===== src/rtl/lsu_pkg.sv =====
// lsu_pkg: shared types and constants for the load/store unit.
//   lsu_state_e : controller FSM states
//   F3_*        : RISC-V funct3 size/sign codes for loads/stores
//   req_err()   : illegal-funct3 / misalignment check done at accept
package lsu_pkg;

  typedef enum logic [2:0] {
    IDLE    = 3'd0,
    RD      = 3'd1,
    RD_WAIT = 3'd2,
    WR      = 3'd3,
    DONE    = 3'd4
  } lsu_state_e;

  localparam logic [2:0] F3_B  = 3'b000;
  localparam logic [2:0] F3_H  = 3'b001;
  localparam logic [2:0] F3_W  = 3'b010;
  localparam logic [2:0] F3_BU = 3'b100;
  localparam logic [2:0] F3_HU = 3'b101;

  localparam int NUM_LANES = 4;  // byte lanes per memory word

  // Unsigned variants (1xx) exist only for loads.
  function automatic logic req_err(input logic we, input logic [2:0] f3,
                                   input logic [1:0] a);
    logic ill, mis;
    ill = (f3 == 3'b011) || (f3[2:1] == 2'b11) || (we && f3[2]);
    mis = ((f3[1:0] == 2'b01) && a[0]) ||
          ((f3[1:0] == 2'b10) && (a != 2'b00));
    return ill || mis;
  endfunction

endpackage


===== src/rtl/lsu_ctrl_if.sv =====
// lsu_ctrl_if: word-organised data memory bus.
//   master : LSU side (drives enable/write-enable/address/write-data)
//   slave  : memory side (returns read word one cycle after the address)
interface lsu_ctrl_if #(
  parameter int ADDR_W = 14
);
  logic              o_mem_enb;
  logic              o_mem_wren;
  logic [ADDR_W-1:0] o_mem_addr;
  logic [31:0]       o_mem_wdata;
  logic [31:0]       i_mem_rdata;

  modport master (output o_mem_enb, o_mem_wren, o_mem_addr, o_mem_wdata,
                  input  i_mem_rdata);
  modport slave  (input  o_mem_enb, o_mem_wren, o_mem_addr, o_mem_wdata,
                  output i_mem_rdata);
endinterface


===== src/rtl/lsu_align.sv =====
// lsu_align: combinational data alignment.
//   word    : memory word just read
//   lane    : byte address bits [1:0]
//   funct3  : size/sign code
//   wdata   : store data (rs2)
//   ld_data : extracted, sign/zero-extended load result
//   st_word : word with the addressed byte/halfword replaced by wdata
module lsu_align
  import lsu_pkg::*;
(
  input  logic [31:0] word,
  input  logic [1:0]  lane,
  input  logic [2:0]  funct3,
  input  logic [31:0] wdata,
  output logic [31:0] ld_data,
  output logic [31:0] st_word
);
  logic [7:0]  b;
  logic [15:0] h;

  assign b = word[{lane, 3'b000} +: 8];
  assign h = lane[1] ? word[31:16] : word[15:0];

  always_comb begin
    ld_data = '0;
    case (funct3)
      F3_B:    ld_data = {{24{b[7]}}, b};
      F3_BU:   ld_data = {24'd0, b};
      F3_H:    ld_data = {{16{h[15]}}, h};
      F3_HU:   ld_data = {16'd0, h};
      F3_W:    ld_data = word;
      default: ld_data = '0;
    endcase
  end

  // Each lane picks either the old byte or the matching byte of wdata.
  for (genvar i = 0; i < NUM_LANES; i++) begin : g_lane
    localparam logic [1:0] LN = 2'(i);
    logic       sel;
    logic [7:0] src;
    always_comb begin
      sel = 1'b1;
      src = wdata[8*i +: 8];
      case (funct3[1:0])
        2'b00: begin sel = (lane == LN);       src = wdata[7:0];          end
        2'b01: begin sel = (lane[1] == LN[1]); src = wdata[8*(i%2) +: 8]; end
        default: ;
      endcase
    end
    assign st_word[8*i +: 8] = sel ? src : word[8*i +: 8];
  end

endmodule


===== src/rtl/lsu_ctrl.sv =====
// lsu_ctrl: single-outstanding RISC-V load/store unit.
//   i_clk, i_rst           : clock, synchronous active-high reset
//   i_req/i_we/i_funct3    : request strobe (sampled in IDLE), store flag, size code
//   i_addr, i_wdata        : byte address, store data
//   o_rdata/o_done/o_err   : load result, completion pulse, error flag
//   o_busy                 : high while not IDLE
//   mem                    : data memory bus (master side)
// Sub-word stores are read-modify-write since memory writes whole words.
module lsu_ctrl
  import lsu_pkg::*;
#(
  parameter int ADDR_W = 14,
  parameter int RD_LAT = 1
) (
  input  logic        i_clk,
  input  logic        i_rst,
  input  logic        i_req,
  input  logic        i_we,
  input  logic [2:0]  i_funct3,
  input  logic [31:0] i_addr,
  input  logic [31:0] i_wdata,
  output logic [31:0] o_rdata,
  output logic        o_done,
  output logic        o_err,
  output logic        o_busy,
  lsu_ctrl_if.master  mem
);
  // Read latency is fixed at one cycle; RD_WAIT assumes that.
  localparam int unused_rd_lat = RD_LAT;

  lsu_state_e        state, nxt;
  logic              we_q, err_q;
  logic [2:0]        f3_q;
  logic [1:0]        lane_q;
  logic [31:0]       wdata_q;
  logic [ADDR_W-1:0] addr_r;
  logic [31:0]       mwd_r;
  logic [31:0]       ld_data, st_word;
  logic              acc, acc_err;
  logic              unused_addr;

  assign unused_addr = ^i_addr[31:ADDR_W];
  assign acc         = (state == IDLE) && i_req;
  assign acc_err     = req_err(i_we, i_funct3, i_addr[1:0]);

  lsu_align u_align (
    .word    (mem.i_mem_rdata),
    .lane    (lane_q),
    .funct3  (f3_q),
    .wdata   (wdata_q),
    .ld_data (ld_data),
    .st_word (st_word)
  );

  always_ff @(posedge i_clk) begin
    if (i_rst) state <= IDLE;
    else       state <= nxt;
  end

  always_comb begin
    nxt = state;
    case (state)
      IDLE:    if (i_req) nxt = acc_err ? DONE :
                                (i_we && i_funct3 == F3_W) ? WR : RD;
      RD:      nxt = RD_WAIT;
      RD_WAIT: nxt = we_q ? WR : DONE;
      WR:      nxt = DONE;
      DONE:    nxt = IDLE;
      default: nxt = IDLE;
    endcase
  end

  // Gating with ~i_rst keeps a reset cycle from issuing a half-done RMW write.
  always_comb begin
    mem.o_mem_enb  = ~i_rst && (state == RD || state == WR);
    mem.o_mem_wren = ~i_rst && (state == WR);
    o_done         = (state == DONE);
    o_err          = (state == DONE) && err_q;
    o_busy         = (state != IDLE);
  end

  assign mem.o_mem_addr  = addr_r;
  assign mem.o_mem_wdata = mwd_r;

  always_ff @(posedge i_clk) begin
    if (i_rst) begin
      we_q    <= 1'b0;
      err_q   <= 1'b0;
      f3_q    <= '0;
      lane_q  <= '0;
      wdata_q <= '0;
      addr_r  <= '0;
      mwd_r   <= '0;
      o_rdata <= '0;
    end else begin
      if (acc) begin
        we_q    <= i_we;
        err_q   <= acc_err;
        f3_q    <= i_funct3;
        lane_q  <= i_addr[1:0];
        wdata_q <= i_wdata;
        if (acc_err) o_rdata <= '0;
        else         addr_r  <= {i_addr[ADDR_W-1:2], 2'b00};
        if (!acc_err && i_we && i_funct3 == F3_W) mwd_r <= i_wdata;
      end
      if (state == RD_WAIT) begin
        if (we_q) mwd_r   <= st_word;
        else      o_rdata <= ld_data;
      end
      if (state == WR) o_rdata <= '0;
    end
  end

endmodule


===== src/flat_wrapper.sv =====
// flat-port wrapper written by rule: the top's interface ports become plain ports
module lsu_ctrl_flat import lsu_pkg::*;
#(
  parameter int ADDR_W = 14,
  parameter int RD_LAT = 1
)
  (i_clk, i_rst, i_req, i_we, i_funct3, i_addr, i_wdata, o_rdata, o_done, o_err, o_busy, mem_o_mem_enb, mem_o_mem_wren, mem_o_mem_addr, mem_o_mem_wdata, mem_i_mem_rdata);
  lsu_ctrl_if #(.ADDR_W(ADDR_W)) mem_i ();
  input  logic i_clk;
  input  logic i_rst;
  input  logic i_req;
  input  logic i_we;
  input  logic [2:0] i_funct3;
  input  logic [31:0] i_addr;
  input  logic [31:0] i_wdata;
  output logic [31:0] o_rdata;
  output logic o_done;
  output logic o_err;
  output logic o_busy;
  output wire logic [$bits(mem_i.o_mem_enb)-1:0] mem_o_mem_enb;
  output wire logic [$bits(mem_i.o_mem_wren)-1:0] mem_o_mem_wren;
  output wire logic [$bits(mem_i.o_mem_addr)-1:0] mem_o_mem_addr;
  output wire logic [$bits(mem_i.o_mem_wdata)-1:0] mem_o_mem_wdata;
  input wire logic [$bits(mem_i.i_mem_rdata)-1:0] mem_i_mem_rdata;
  assign mem_o_mem_enb = mem_i.o_mem_enb;
  assign mem_o_mem_wren = mem_i.o_mem_wren;
  assign mem_o_mem_addr = mem_i.o_mem_addr;
  assign mem_o_mem_wdata = mem_i.o_mem_wdata;
  assign mem_i.i_mem_rdata = mem_i_mem_rdata;
  lsu_ctrl #(.ADDR_W(ADDR_W), .RD_LAT(RD_LAT)) u_core (.i_clk(i_clk), .i_rst(i_rst), .i_req(i_req), .i_we(i_we), .i_funct3(i_funct3), .i_addr(i_addr), .i_wdata(i_wdata), .o_rdata(o_rdata), .o_done(o_done), .o_err(o_err), .o_busy(o_busy), .mem(mem_i));
endmodule

===== config.mk =====
export PLATFORM = sky130hd
export DESIGN_NAME = lsu_ctrl_flat
export DESIGN_NICKNAME = d
export VERILOG_FILES = /design/src/rtl/lsu_pkg.sv /design/src/rtl/lsu_ctrl_if.sv /design/src/rtl/lsu_align.sv /design/src/rtl/lsu_ctrl.sv /design/src/flat_wrapper.sv
export SDC_FILE = /design/constraint.sdc
export NUM_CORES = 1
export LEC_CHECK = 0
export CAP_MARGIN = 20
export CORE_MARGIN = 2
export CORE_UTILIZATION = 49
export DETAILED_ROUTE_END_ITERATION = 10
export PLACE_DENSITY = 0.82
export SLEW_MARGIN = 10
export SYNTH_ARGS = -nofsm -noshare
export SYNTH_HDL_FRONTEND = slang
export SYNTH_HIERARCHICAL = 1
export SYNTH_SLANG_ARGS = --single-unit

===== constraint.sdc =====
create_clock -name i_clk -period 4 [get_ports i_clk]
set_clock_uncertainty 0.15 [all_clocks]
set_input_delay 0.4 -clock i_clk [delete_from_list [all_inputs] [get_ports i_clk]]
set_output_delay 0.4 -clock i_clk [all_outputs]
set_load 0.01 [all_outputs]

==> results.cfg <==
[outcome]
outcome = finished clean

[yosys]
syn-cell-area_um2 = 6010
synth.distinct_cells = 48
async_reset_ff_share_pct = 0
yosysTopAreaCell = dfxtp_1
yosysWarningCount = 6
syn_area_per_cell_um2 = 8.63
ys.flop_type = dfxtp_1
yosysTopAreaCellShare_pct = 39.3
synth_seq_cells = 118
synthTopCellsByArea = dfxtp_1 39%, nand2_1 7.2%, mux2_2 7.1%, mux2_4 6.0%, mux2i_1 4.8%
ys_seq_area_share_pct = 39.3
synth_edf_count = 0
syn_inst = 697

[clock_tree]
ctsHoldBuffers = 0
cts_buffers = 17
cts.repair.resized = 0
cts_sinks = 118
htree_levels = 4
cts-root-buf = clkbuf_16
cts_buffer_depth = 2
cts_tree = yes
post_cts_buffers = 0
clk_pin_slew_ns = 0.06
clock_latency_ns = 0.42

[sta]
hold_violations = 0
relSlewSlack_pct = 36.3
drv_slew = 0
setup-violations-final = 0
layout_min_cycle_time_ns = 2.55
tightest_slew_ns = 0.955
tns_ns = 0
finalCritPeriodShare_pct = 63.6
fmax_mhz = 393
rsz0062_at_grt = no

[worst_setup_path]
worstSetupPathType = input port to flip-flop
crit_path_cell_trace = clkdlybuf4s50_1 -> nor4_2 -> and4_1 -> buf_4 -> nor3_1 -> nor4_1
startpoint_type = input port
cp.required_ns = 4.16
rr_worst_depth = 6
critPathCaptureType = flip-flop
crit_slowest_cell = and4_1
path_delay_family = simple AND/OR/NAND/NOR gates
cp.arrival_ns = 2.71
crit_buf_inv = 2
critPathMaxFanout = 23
cp.depth = 6
rrSetupSlack_ns = 1.58
crit_path_max_incr_delay_ns = 0.56

[global_route]
antenna_found_initial = 0
grt_pass1_vias = 5432
grt_pass1_wl_mm = 28.9
overflow = 0
grt_max_degree = 86
gr-usage-all-layers_pct = 28.3

[route]
finalWirelength_mm = 18.7
wl_per_cell_um = 18.9
route.detailed.drc = 0
antenna_left = 0
dr.pass1.iters = 5
first_iter_violations = 519
viasPerCell = 5.87
vias = 5801

[min_path]
hold_path.class = input port to flip-flop
worstHoldPathCells = 4

[place]
gp_congestion = 0.885
port_buffers = 165
hpwl_mm = 13.1
dpl_cell_area_um2 = 7620

[floorplan]
start_util_pct = 50.1
core_um2 = 12000
io_pins = 186
die_h_um = 115
rows = 40
dieArea_um2 = 13200
die_width_um = 115

[finish]
drive_gt1_share_pct = 13.9
diodes = 0
fin_area_um2 = 8220
n_fill_cell = 944
layout.nets = 932
area_growth_pct = 36.8

[pwr]
finalPower_mw = 3.34
powerDensity_nw_per_um2 = 406
p_leak_nw = 3.23
ir_drop_uv = 246

[job]
cap_violations = 0
## sequential cells by signal (all words and copies together) (netlist names)
| register | flops |
|---|---|
| u_core/err_q | 1 |
| u_core/state | 3 |
| u_core/f3_q | 3 |
| u_core/lane_q | 2 |
| u_core/wdata_q | 32 |
| u_core/we_q | 1 |
| u_core/o_rdata | 32 |
| u_core/mem.o_mem_addr | 12 |
| u_core/mem.o_mem_wdata | 32 |
## cells in the mapped netlist (3+ instances only)
cell / count
dfxtp_1: 118
nand2_1: 116
nor2_1: 63
nor3_1: 52
a21oi_1: 50
mux2_2: 38
clkbuf_1: 37
a22o_1: 32
nor4_1: 32
mux2i_1: 29
mux2_4: 24
o211ai_1: 17
buf_2: 16
o21ai_0: 10
o22ai_1: 7
buf_4: 6
a22oi_1: 4
buf_6: 4
inv_1: 4
and4_1: 3
## worst paths after layout
kind                                         start                    endpoint
worst max-delay path                     i_addr[0]  u_core/mem.o_mem_wdata[15]
worst min-delay path                         i_rst             u_core/state[0]
worst max register to register      u_core/f3_q[0]  u_core/mem.o_mem_wdata[31]
worst min register to register  u_core/wdata_q[25]          u_core/wdata_q[25]
## routing by layer
layer / track usage (%) / vias up / routed length (um)
li1: - / 2748 / -
met1: 36.9 / 2752 / 8020
met2: 46.4 / 270 / 8970
met3: 7.27 / 31 / 1370
met4: 8.67 / 0 / 329
met5: 0 / - / 0
## cells in the final DEF (no fill, tap or decap), drive strengths merged, types with 4 or more instances in the layout
master and count:
clkbuf 22, nor4 33, clkinv 6, nor3 52, clkdlybuf4s50 164, o21ai 11, nor2 64, o22ai 7
a21oi 52, buf 14, mux2 62, nand2 116, o211ai 17, mux2i 29, dfxtp 118, inv 4
a22oi 4, a22o 32
## through the flow
step                worst slack [ns]  util (%)  instances  hold slack, ns
finish                          1.45      68.5        989           0.183
global placement                1.23      63.4        956           0.292
floorplan                       2.12         -        698           0.282
global route                    1.35      68.5        989           0.196
detailed placement              1.14      63.4        956           0.297
CTS                             1.53      68.3        988           0.166
## report_power, final
group / switching [mW] / internal, mW / total, mW / leakage, nW
sequential: 0.0455 / 1.22 / 1.26 / 0.959
clock: 0.529 / 1.00 / 1.53 / 0.293
combinational: 0.269 / 0.275 / 0.544 / 1.98
total: 0.844 / 2.50 / 3.34 / 3.23
## kinds of logic after synthesis
logic type / share of synthesized area (%)
other: 0.0624
muxes: 18.3
buffers and inverters: 5.60
AOI/OAI and AO/OA: 14.8
and+or+nand+nor: 21.9
DFF: 39.3
## worst reg2reg max path: stages, from the launching register on
cell and delay [ns]:
dfxtp_1 0.62, buf_4 0.28, or2_4 0.16, a21o_1 0.42, mux2_4 0.35, nor2_1 0.21
nor4_1 0.08
## area by class of cell
class / instances / area, um^2 / area share [%]
multi-input cells: 510 / 3320 / 40.3
clock buffers: 22 / 464 / 5.65
well taps: 147 / 184 / 2.24
clock inverters: 10 / 128 / 1.55
inverters: 4 / 15.0 / 0.183
repair buffers: 178 / 1750 / 21.3
flip-flops and latches: 118 / 2360 / 28.7
No activity file was read; power rests on OpenSTA's default activity.
